<file path="src/rtl/cnn_3d_relu_maxpool_pkg.sv">
// Shared types and helpers for the 3D ReLU + max-pool stage and its coordinate counter.
package cnn_pkg;
    localparam int DATA_W = 16;

    typedef enum logic [1:0] {ACCEPT, DRAIN, FINISH} state_t;

    function automatic int pool_out_size(input int vol_size, input int pool);
        return vol_size / pool;
    endfunction

    // Counter/index width that never collapses to zero bits.
    function automatic int width_of(input int n);
        return (n > 1) ? $clog2(n) : 1;
    endfunction
endpackage

</file>
<file path="src/rtl/cnn_3d_relu_maxpool_if.sv">
// Input sample stream, pooled output stream and frame-done pulse of the ReLU/max-pool stage.
interface cnn_3d_relu_maxpool_if #(parameter int DATA_W = cnn_pkg::DATA_W);
    logic                     in_valid;
    logic                     in_ready;
    logic signed [DATA_W-1:0] in_data;
    logic                     out_valid;
    logic                     out_ready;
    logic [DATA_W-1:0]        out_data;
    logic [15:0]              out_idx;
    logic                     out_last;
    logic                     done;

    modport master (
        output in_valid, in_data, out_ready,
        input  in_ready, out_valid, out_data, out_idx, out_last, done
    );

    modport slave (
        input  in_valid, in_data, out_ready,
        output in_ready, out_valid, out_data, out_idx, out_last, done
    );
endinterface

</file>
<file path="src/rtl/cnn_3d_relu_maxpool_coord_counter.sv">
// Four-level wrapping coordinate counter (col fastest, then row, depth, filter) with
// pooling-window first/closing flags and an end-of-frame flag.
module cnn_coord_counter #(
    parameter int VOL_SIZE    = 4,
    parameter int POOL        = 2,
    parameter int NUM_FILTERS = 3,
    parameter int VW          = cnn_pkg::width_of(VOL_SIZE),
    parameter int FW          = cnn_pkg::width_of(NUM_FILTERS)
) (
    input  logic          clk,
    input  logic          reset,
    input  logic          advance,
    output logic [VW-1:0] col,
    output logic [VW-1:0] row,
    output logic [VW-1:0] depth,
    output logic [FW-1:0] filt,
    output logic          first,
    output logic          closing,
    output logic          last
);
    localparam logic [VW-1:0] VMAX = VW'(VOL_SIZE - 1);
    localparam logic [FW-1:0] FMAX = FW'(NUM_FILTERS - 1);

    function automatic logic at_phase(input logic [VW-1:0] v, input int ph);
        return (int'(v) % POOL) == ph;
    endfunction

    always_ff @(posedge clk) begin
        if (reset) begin
            col   <= '0;
            row   <= '0;
            depth <= '0;
            filt  <= '0;
        end else if (advance) begin
            if (col == VMAX) begin
                col <= '0;
                if (row == VMAX) begin
                    row <= '0;
                    if (depth == VMAX) begin
                        depth <= '0;
                        filt  <= (filt == FMAX) ? '0 : filt + FW'(1);
                    end else begin
                        depth <= depth + VW'(1);
                    end
                end else begin
                    row <= row + VW'(1);
                end
            end else begin
                col <= col + VW'(1);
            end
        end
    end

    always_comb begin
        first   = at_phase(col, 0) && at_phase(row, 0) && at_phase(depth, 0);
        closing = at_phase(col, POOL-1) && at_phase(row, POOL-1) && at_phase(depth, POOL-1);
        last    = closing && (filt == FMAX) && (depth == VMAX) && (row == VMAX) && (col == VMAX);
    end
endmodule

</file>
<file path="src/rtl/cnn_3d_relu_maxpool.sv">
// ReLU followed by non-overlapping POOL^3 max pooling over a streamed conv output volume.
module cnn_3d_relu_maxpool
    import cnn_pkg::*;
#(
    parameter int VOL_SIZE    = 4,
    parameter int POOL        = 2,
    parameter int NUM_FILTERS = 3,
    parameter int DATA_W      = cnn_pkg::DATA_W
) (
    input logic clk,
    input logic reset,
    cnn_3d_relu_maxpool_if.slave bus
);
    localparam int PV = pool_out_size(VOL_SIZE, POOL);
    localparam int VW = width_of(VOL_SIZE);
    localparam int FW = width_of(NUM_FILTERS);
    localparam int BW = width_of(PV * PV);

    generate
        if (VOL_SIZE % POOL != 0) begin : g_bad_pool
            $error("VOL_SIZE must be a multiple of POOL");
        end
    endgenerate

    state_t                   state, state_nxt;
    logic                     in_ready, in_xfer, out_xfer, done;
    logic [VW-1:0]            col, row, depth;
    logic [FW-1:0]            filt;
    logic                     first, closing, last;
    logic [BW-1:0]            bidx;
    logic [15:0]              idx_nxt;
    logic signed [DATA_W-1:0] x, cur;
    logic signed [DATA_W-1:0] pbuf [PV*PV];
    logic                     out_valid_q, out_last_q;
    logic [DATA_W-1:0]        out_data_q;
    logic [15:0]              out_idx_q;

    cnn_coord_counter #(
        .VOL_SIZE(VOL_SIZE), .POOL(POOL), .NUM_FILTERS(NUM_FILTERS), .VW(VW), .FW(FW)
    ) u_coord (
        .clk(clk), .reset(reset), .advance(in_xfer),
        .col(col), .row(row), .depth(depth), .filt(filt),
        .first(first), .closing(closing), .last(last)
    );

    assign in_xfer  = bus.in_valid && in_ready;
    assign out_xfer = out_valid_q && bus.out_ready;

    // The partial-max buffer covers one pooled depth slice and is reused for the next one.
    always_comb begin
        bidx    = BW'((int'(row) / POOL) * PV + int'(col) / POOL);
        idx_nxt = 16'(int'(filt) * PV * PV * PV + (int'(depth) / POOL) * PV * PV
                      + (int'(row) / POOL) * PV + int'(col) / POOL);
        x       = bus.in_data[DATA_W-1] ? '0 : bus.in_data;
        cur     = first ? x : ((x > pbuf[bidx]) ? x : pbuf[bidx]);
    end

    always_ff @(posedge clk) begin
        if (in_xfer) pbuf[bidx] <= cur;
    end

    // A closing sample may reload the register in the same cycle the old result leaves.
    always_ff @(posedge clk) begin
        if (reset) begin
            out_valid_q <= 1'b0;
            out_data_q  <= '0;
            out_idx_q   <= '0;
            out_last_q  <= 1'b0;
        end else if (in_xfer && closing) begin
            out_valid_q <= 1'b1;
            out_data_q  <= cur;
            out_idx_q   <= idx_nxt;
            out_last_q  <= last;
        end else if (out_xfer) begin
            out_valid_q <= 1'b0;
        end
    end

    always_ff @(posedge clk) begin
        if (reset) state <= ACCEPT;
        else       state <= state_nxt;
    end

    always_comb begin
        state_nxt = state;
        case (state)
            ACCEPT: if (in_xfer && last) state_nxt = DRAIN;
            DRAIN:  if (out_xfer && out_last_q) state_nxt = FINISH;
            FINISH: state_nxt = ACCEPT;
            default: state_nxt = ACCEPT;
        endcase
    end

    always_comb begin
        in_ready = (state == ACCEPT) && (!out_valid_q || bus.out_ready);
        done     = (state == FINISH);
    end

    assign bus.in_ready  = in_ready;
    assign bus.out_valid = out_valid_q;
    assign bus.out_data  = out_data_q;
    assign bus.out_idx   = out_idx_q;
    assign bus.out_last  = out_last_q;
    assign bus.done      = done;
endmodule

</file>
<file path="src/flat_wrapper.sv">
// flat-port wrapper written by rule: the top's interface ports become plain ports
module cnn_3d_relu_maxpool_flat import cnn_pkg::*;
#(
    parameter int VOL_SIZE    = 4,
    parameter int POOL        = 2,
    parameter int NUM_FILTERS = 3,
    parameter int DATA_W      = cnn_pkg::DATA_W
)
  (clk, reset, bus_in_valid, bus_in_data, bus_out_ready, bus_in_ready, bus_out_valid, bus_out_data, bus_out_idx, bus_out_last, bus_done);
  cnn_3d_relu_maxpool_if #(.DATA_W(DATA_W)) bus_i ();
  input logic clk;
  input logic reset;
  input wire logic [$bits(bus_i.in_valid)-1:0] bus_in_valid;
  input wire logic [$bits(bus_i.in_data)-1:0] bus_in_data;
  input wire logic [$bits(bus_i.out_ready)-1:0] bus_out_ready;
  output wire logic [$bits(bus_i.in_ready)-1:0] bus_in_ready;
  output wire logic [$bits(bus_i.out_valid)-1:0] bus_out_valid;
  output wire logic [$bits(bus_i.out_data)-1:0] bus_out_data;
  output wire logic [$bits(bus_i.out_idx)-1:0] bus_out_idx;
  output wire logic [$bits(bus_i.out_last)-1:0] bus_out_last;
  output wire logic [$bits(bus_i.done)-1:0] bus_done;
  assign bus_i.in_valid = bus_in_valid;
  assign bus_i.in_data = bus_in_data;
  assign bus_i.out_ready = bus_out_ready;
  assign bus_in_ready = bus_i.in_ready;
  assign bus_out_valid = bus_i.out_valid;
  assign bus_out_data = bus_i.out_data;
  assign bus_out_idx = bus_i.out_idx;
  assign bus_out_last = bus_i.out_last;
  assign bus_done = bus_i.done;
  cnn_3d_relu_maxpool #(.VOL_SIZE(VOL_SIZE), .POOL(POOL), .NUM_FILTERS(NUM_FILTERS), .DATA_W(DATA_W)) u_core (.clk(clk), .reset(reset), .bus(bus_i));
endmodule
</file>
<file path="config.mk">
export PLATFORM = sky130hd
export DESIGN_NAME = cnn_3d_relu_maxpool_flat
export DESIGN_NICKNAME = d
export VERILOG_FILES = /design/src/rtl/cnn_3d_relu_maxpool_pkg.sv /design/src/rtl/cnn_3d_relu_maxpool_if.sv /design/src/rtl/cnn_3d_relu_maxpool_coord_counter.sv /design/src/rtl/cnn_3d_relu_maxpool.sv /design/src/flat_wrapper.sv
export SDC_FILE = /design/constraint.sdc
export NUM_CORES = 1
export LEC_CHECK = 0
export ABC_AREA = 1
export ABC_CLOCK_PERIOD_IN_PS = 3540
export BUFFER_PORTS_ARGS = -buffer_cell sky130_fd_sc_hd__buf_2
export CORE_AREA = 2 2 111 113
export CTS_CLUSTER_SIZE = 40
export DETAILED_ROUTE_END_ITERATION = 6
export DIE_AREA = 0 0 113 115
export SYNTH_ARGS = -nofsm -noshare
export SYNTH_HDL_FRONTEND = slang
export SYNTH_SLANG_ARGS = --single-unit
</file>
<file path="constraint.sdc">
create_clock -name clk -period 3.54 [get_ports clk]
set_clock_uncertainty 0.1 [all_clocks]
set_input_delay 0.531 -clock clk [delete_from_list [all_inputs] [get_ports clk]]
set_output_delay 0.531 -clock clk [all_outputs]
set_load 0.05 [all_outputs]
</file>
After elaboration in Yosys (flattened, before gate mapping)
Memory sizes are Yosys's and may differ from the RTL's. Cells that the tools add are included.

Add/sub/neg operators: 8. Reductions and logical operators: 25. Equality and inequality tests: 8. Muxes and demuxes: 14. Order comparisons: 1.

Operators with widths (number): $logic_not A32 Y1 (3); $mux W16 (2); $add A16 B2 Y16 (1); $add A16 B3 Y16 (1); $gt A16 B16 Y1 (1); $mux W15 (1); $logic_and A1 B1 Y1 (14); $mux W2 (6); $eq A2 B2 Y1 const B (5); $add A2 B1 Y2 const B (4); $add A5 B3 Y6 (1); $mux W1 (4); $ne A2 B1 Y1 const B (2); $pmux W2 S2 (1); $reduce_and A2 Y1 (2); $reduce_and A4 Y1 (1); $reduce_and A3 Y1 (1); $add A2 B1 Y2 (1); $eq A2 B1 Y1 const B (1); $logic_not A2 Y1 (1); $reduce_bool A2 Y1 (1); $logic_not A1 Y1 (1); $logic_or A1 B1 Y1 (1).

Output and inout bits: 36. Memory bits (writable): 64. Logic and storage cells: 66. Register bits: 44. Memories kept: 1. Input bits: 20.

Memories: u_core.pbuf (words 4, bits a word 16, rd ports 1, clocked after Yosys merged registers in 0, write ports 1, RTL line cnn_3d_relu_maxpool.sv:33) `logic signed [DATA_W-1:0] pbuf [PV*PV];`.

Longest topological paths before layout
Word-level depth: 9. Depth in mapped cells: 24. Gate-level depth less buffers: 21.

Modules after synthesis
A second synthesis with hierarchy kept.

Cell total of the unflattened synthesis: 523. Area, all modules: 4697.0 um^2.

By module, submodules not included: cnn_3d_relu_maxpool (instances 1, cells an instance 467, area each 4300.4 um^2, sequential area each 2422.3 um^2); cnn_coord_counter (instances 1, cells an instance 56, area each 396.6 um^2, sequential area each 160.2 um^2).

Least setup slack after synthesis
No wires, ideal clock.

Path kind: flip-flop to flip-flop. Start: register u_core.out_valid_q (netlist: u_core.bus.out_valid). End: memory u_core.pbuf[0][0] (enable). Slack: 0.310 ns. Clock period less this slack: 3.230 ns. Required time: 3.031 ns. Path buffers: 0. Arrival: 2.720 ns. Stages on the path, launching flop included: 6. Library setup time: 0.409 ns. Cell sequence: dfxtp_1 -> inv_1 -> nor2_1 -> nor3_2 -> nand2_2 -> nor3_1.

Cells in the longest elaborated chain, start to end: 6.

Ends and longest elaborated chain: start, declared (RTL line cnn_3d_relu_maxpool.sv:34) `logic out_valid_q, out_last_q;`; start signal, assigned (RTL line cnn_3d_relu_maxpool.sv:65) `out_valid_q <= 1'b0;`; start signal, assigned (RTL line cnn_3d_relu_maxpool.sv:70) `out_valid_q <= 1'b1;`; start signal, assigned (RTL line cnn_3d_relu_maxpool.sv:75) `out_valid_q <= 1'b0;`; $logic_not A1 Y1 (RTL line cnn_3d_relu_maxpool.sv:95) `in_ready = (state == ACCEPT) && (!out_valid_q || bus.out_ready);`; $logic_or A1 B1 Y1 (RTL line cnn_3d_relu_maxpool.sv:95); $logic_and A1 B1 Y1 (RTL line cnn_3d_relu_maxpool.sv:95); net bus_in_ready (RTL line flat_wrapper.sv:16) `output wire logic [$bits(bus_i.in_ready)-1:0] bus_in_ready;`; $logic_and A1 B1 Y1 (RTL line cnn_3d_relu_maxpool.sv:46) `assign in_xfer = bus.in_valid && in_ready;`; $mux W1 (RTL line cnn_3d_relu_maxpool.sv:59) `if (in_xfer) pbuf[bidx] <= cur;`; $mux W1 (implied by the code) (RTL line cnn_3d_relu_maxpool.sv:59); end, declared (RTL line cnn_3d_relu_maxpool.sv:33).

The timed path passes the listed nets, and every way through them passes these cells.

Worst setup path in the final report
Start: register u_core.u_coord.col[1]. End: memory u_core.pbuf[2][5] (data pin).

Cells in the longest elaborated chain, start to end: 5.

Ends and longest elaborated chain: start, declared (RTL line cnn_3d_relu_maxpool_coord_counter.sv:13) `output logic [VW-1:0] col,`; start signal, assigned (RTL line cnn_3d_relu_maxpool_coord_counter.sv:49) `col <= col + VW'(1);`; $add A2 B1 Y2 (*) (RTL line cnn_3d_relu_maxpool.sv:51) `bidx = BW'((int'(row) / POOL) * PV + int'(col) / POOL);`; $mem_v2 Z4 W16 (*); $gt A16 B16 Y1 (RTL line cnn_3d_relu_maxpool.sv:55) `cur = first ? x : ((x > pbuf[bidx]) ? x : pbuf[bidx]);`; $mux W16 (*) (2 in a row) (RTL line cnn_3d_relu_maxpool.sv:55); net u_core.cur[5] (RTL line cnn_3d_relu_maxpool.sv:32) `logic signed [DATA_W-1:0] x, cur;`.

Mark *: on every way through the listed nets, which the timed path passes. The rest lies on a longest branch.

==> out/summary.txt <==
Clk pwr share - 38.6%
Die Area - 0.01300 mm²
DR vias/cell - 4.780
Die W - 113 µm
Least-Margin Pin Slew - 800.8 ps
vias post-DR - 3418
CP max-delay cell - dfxtp_1
Post-CTS Resized - 0
number of port buffers - 44
post-route ant nets - 0
CP Buf/Inv Count - 4
synth unique cells - 31
adder-cell share of the synthesized area - 4.845%
Setup Buffers After CTS - 0
most frequent CP cell - nand2_1
Worst-path clk slew - 70 ps
1st-iter DRT viols - 233
share of cells above drive strength 1 - 17.43%
status - finished, violations left
dpl hpwl - 7345 µm
Starting Density - 39.35%
Antenna Cells - 0
largest net degree at the start of global routing - 26
CTS tree - yes
total wire length - 10290 µm
Critical Path, Cell by Cell - inv_4 -> nor2_2 -> buf_4 -> a22o_1 -> a21oi_1 -> nand2_1 -> inv_1 -> ha_1 -> and3_1 -> nand3_2 -> nor2_4 -> nand2_1 -> nand2_2 -> nand2_4 -> buf_4 -> nand3_1 -> nand2_1
Setup Total Neg Slack - 0 ps
Chip Height - 115 µm
simple-gate share of the synthesized area - 22.88%
CP Launch Type - flip-flop
YS warnings - 0
fillers - 1133
Sw Pwr - 636.3 µW
H-tree levels - 3
RSZ-0062 raised after global routing - no
final hold vios - 0
placed insts - 699
Cells after Synth - 509
reg2reg path depth - 17
root buf cell - clkbuf_16
post-route insts no fill - 715
Ports - 56
worst r2r src - u_core.u_coord.col[1]$_SDFFE_PP0P_
combinational share of power - 13.0%
Seq pwr share - 48.5%
worst slew margin relative to its limit - 46.47%
CP peak stage delay - 560 ps
Core Box Area - 0.01181 mm²
sequential share of the synthesized area - 55.56%
HP Class - flip-flop to flip-flop
row count - 40
total stage count of the critical path - 17
final count of pins violating max slew - 0
failing checks - DRC
Top Family by Delay on Critical Path - simple AND/OR/NAND/NOR gates
nets - 601
gr usage total - 16.72%
multi-input logic area - 0.001683 mm²
Period Utilization, post-route - 85.93%
Pint - 1985 µW
Worst Setup SP - u_core.u_coord.col[1]$_SDFFE_PP0P_
DR DRC count - 4
Crit Path Class - flip-flop to flip-flop
Overall Power - 2621 µW
Synth Area in XOR/XNOR - 0%
TritonCTS Buffers - 9
first-pass GRT wire length - 16660 µm
Storage cell area - 0.002582 mm²
Min-Delay Startpoint - u_core.bus.out_data[15]$_SDFFE_PP0P_
fin crit period - 3042 ps
Synth Cell Area - 0.004648 mm²
crit path DAT - 3010 ps
FF+latch count, synth - 97
Hold Crit Depth - 2
Crit path required time - 3510 ps
largest family of logic cells by synthesized area - simple AND/OR/NAND/NOR gates
switching part of the total - 24.28%
post-synthesis mux area share - 0%
Worst-Skew Late Latency - 340 ps
Power per Cell Area - 489.6 mW/mm²
maximum clock rate - 0.3287 GHz
initial antenna violation count - 0
Clock Sinks - 97
drt pass-1 iters - 6
max-cap check violation count - 0
vias in the first global route - 3394
average size of a mapped cell - 9.132 µm²
hold_buf cts - 0
maximum VDD drop - 0.2882 mV
CTS max path bufs - 2
Finished Core Util - 45.32%
GRT overflow - 0
area delta synth->final - 15.15%
Min Hold Slack - 338.7 ps
GPL Wtd Cong - 0.7840
critical path fanouts, max - 15
Lkg Pwr - 0.002465 µW
drt wl/cell - 14.38 µm
Compound-Gate Fraction of Synth Area - 7.052%
Final Setup Violations - 0
CP Capture Type - flip-flop
through the flow:
step / setup slack [ps] / instance area [µm²]
after global placement: 536.9 / 5041
after global routing: 126.2 / 5353
after detailed placement: 465.6 / 5041
after floorplan: 310.4 / 4701
after CTS: 452.1 / 5353
final: 498.0 / 5353
cell type report:
class | count | share of cell area (%)
timing repair buffer | 57 | 6.171
clock inverter | 5 | 1.473
multi-input combinational | 329 | 31.44
tap | 147 | 3.436
inverter | 69 | 4.885
clock buffer | 11 | 4.348
sequential | 97 | 48.25
per-layer routing:
layer / part of all wire [%] / up-vias / track usage (%)
met2: 48 / 92 / 28.10
met5: 0 / - / 0
met4: 1.8 / 0 / 6.341
met1: 45 / 1568 / 21.30
met3: 5.1 / 14 / 3.637
li1: - / 1744 / -
state kept, by name, summed over array words and instances (netlist names):
| name | cells |
|---|---|
| u_core.u_coord.col | 2 |
| u_core.u_coord.row | 2 |
| u_core.bus.out_data | 16 |
| u_core.bus.out_valid | 1 |
| u_core.bus.out_idx | 5 |
| u_core.pbuf | 64 |
| u_core.state | 2 |
| u_core.u_coord.depth | 2 |
| u_core.bus.out_last | 1 |
| u_core.u_coord.filt | 2 |
Yosys cell counts:
| cell | instances | area (µm²) |
|---|---|---|
| a211oi_1 | 3 | 22.52 |
| a21oi_1 | 26 | 130.1 |
| a22o_1 | 10 | 87.58 |
| a22oi_1 | 5 | 37.54 |
| and3_1 | 1 | 6.260 |
| buf_2 | 6 | 30.03 |
| buf_4 | 14 | 105.1 |
| buf_6 | 1 | 11.26 |
| buf_8 | 1 | 15.01 |
| clkbuf_1 | 6 | 22.52 |
| conb_1 | 1 | 3.750 |
| dfxtp_1 | 33 | 660.6 |
| edfxtp_1 | 64 | 1922 |
| ha_1 | 18 | 225.2 |
| inv_1 | 65 | 244.0 |
| inv_2 | 3 | 11.26 |
| inv_4 | 1 | 6.260 |
| nand2_1 | 105 | 394.1 |
| nand2_2 | 14 | 87.58 |
| nand2_4 | 2 | 22.52 |
| nand3_1 | 44 | 220.2 |
| nand3_2 | 2 | 20.02 |
| nand4_1 | 1 | 6.260 |
| nor2_1 | 66 | 247.7 |
| nor2_2 | 1 | 6.260 |
| nor2_4 | 2 | 22.52 |
| nor3_1 | 4 | 20.02 |
| nor3_2 | 1 | 10.01 |
| o211ai_1 | 1 | 7.510 |
| o21a_1 | 1 | 7.510 |
| o21ai_0 | 7 | 35.03 |
power by group through the flow:
stage	clock [µW]	sequential [µW]	combinational, µW
finish	1010	1270	340
global route	1070	1270	390
CTS	1030	1270	343
detailed placement	0	1300	341
global placement	0	1290	336
floorplan	0	1290	270
cells by family after synthesis:
kind of cell / Yosys count
AND/OR/NAND/NOR: 243
buffers and inverters: 97
flip-flops: 97
AO/OA/AOI/OAI: 53
adder cells (fa/ha/maj): 18
other: 1
layout by cell type, fill, tap and decap left out, types with 3 or more instances in the layout:
cell       Yosys  routed
nand2_1      105     105
nor2_1        66      66
inv_1         65      65
edfxtp_1      64      64
nand3_1       44      44
buf_2          6      44
dfxtp_1       33      33
a21oi_1       26      26
ha_1          18      18
conb_1         1      15
nand2_2       14      14
buf_4         14      12
a22o_1        10      10
clkbuf_16      0       9
o21ai_0        7       7
a22oi_1        5       5
inv_2          3       3
nor3_2         1       3
a211oi_1       3       3
path summary, 6_finish.rpt:
| path | slack, ps | endpoint |
|---|---|---|
| setup / recovery | 500 | u_core.pbuf[2][5]$_DFFE_PP_ |
| hold / removal | 340 | u_core.bus.out_data[15]$_SDFFE_PP0P_ |
| setup reg to reg | 500 | u_core.pbuf[2][5]$_DFFE_PP_ |
| hold reg to reg | 340 | u_core.bus.out_data[15]$_SDFFE_PP0P_ |
worst min-delay path, cell delays in order, from the launching register on:
cell     delay [ps]
dfxtp_1         310
nand2_1          60
nor2_1           30
Note: power is estimated with default switching activity, not from simulation.
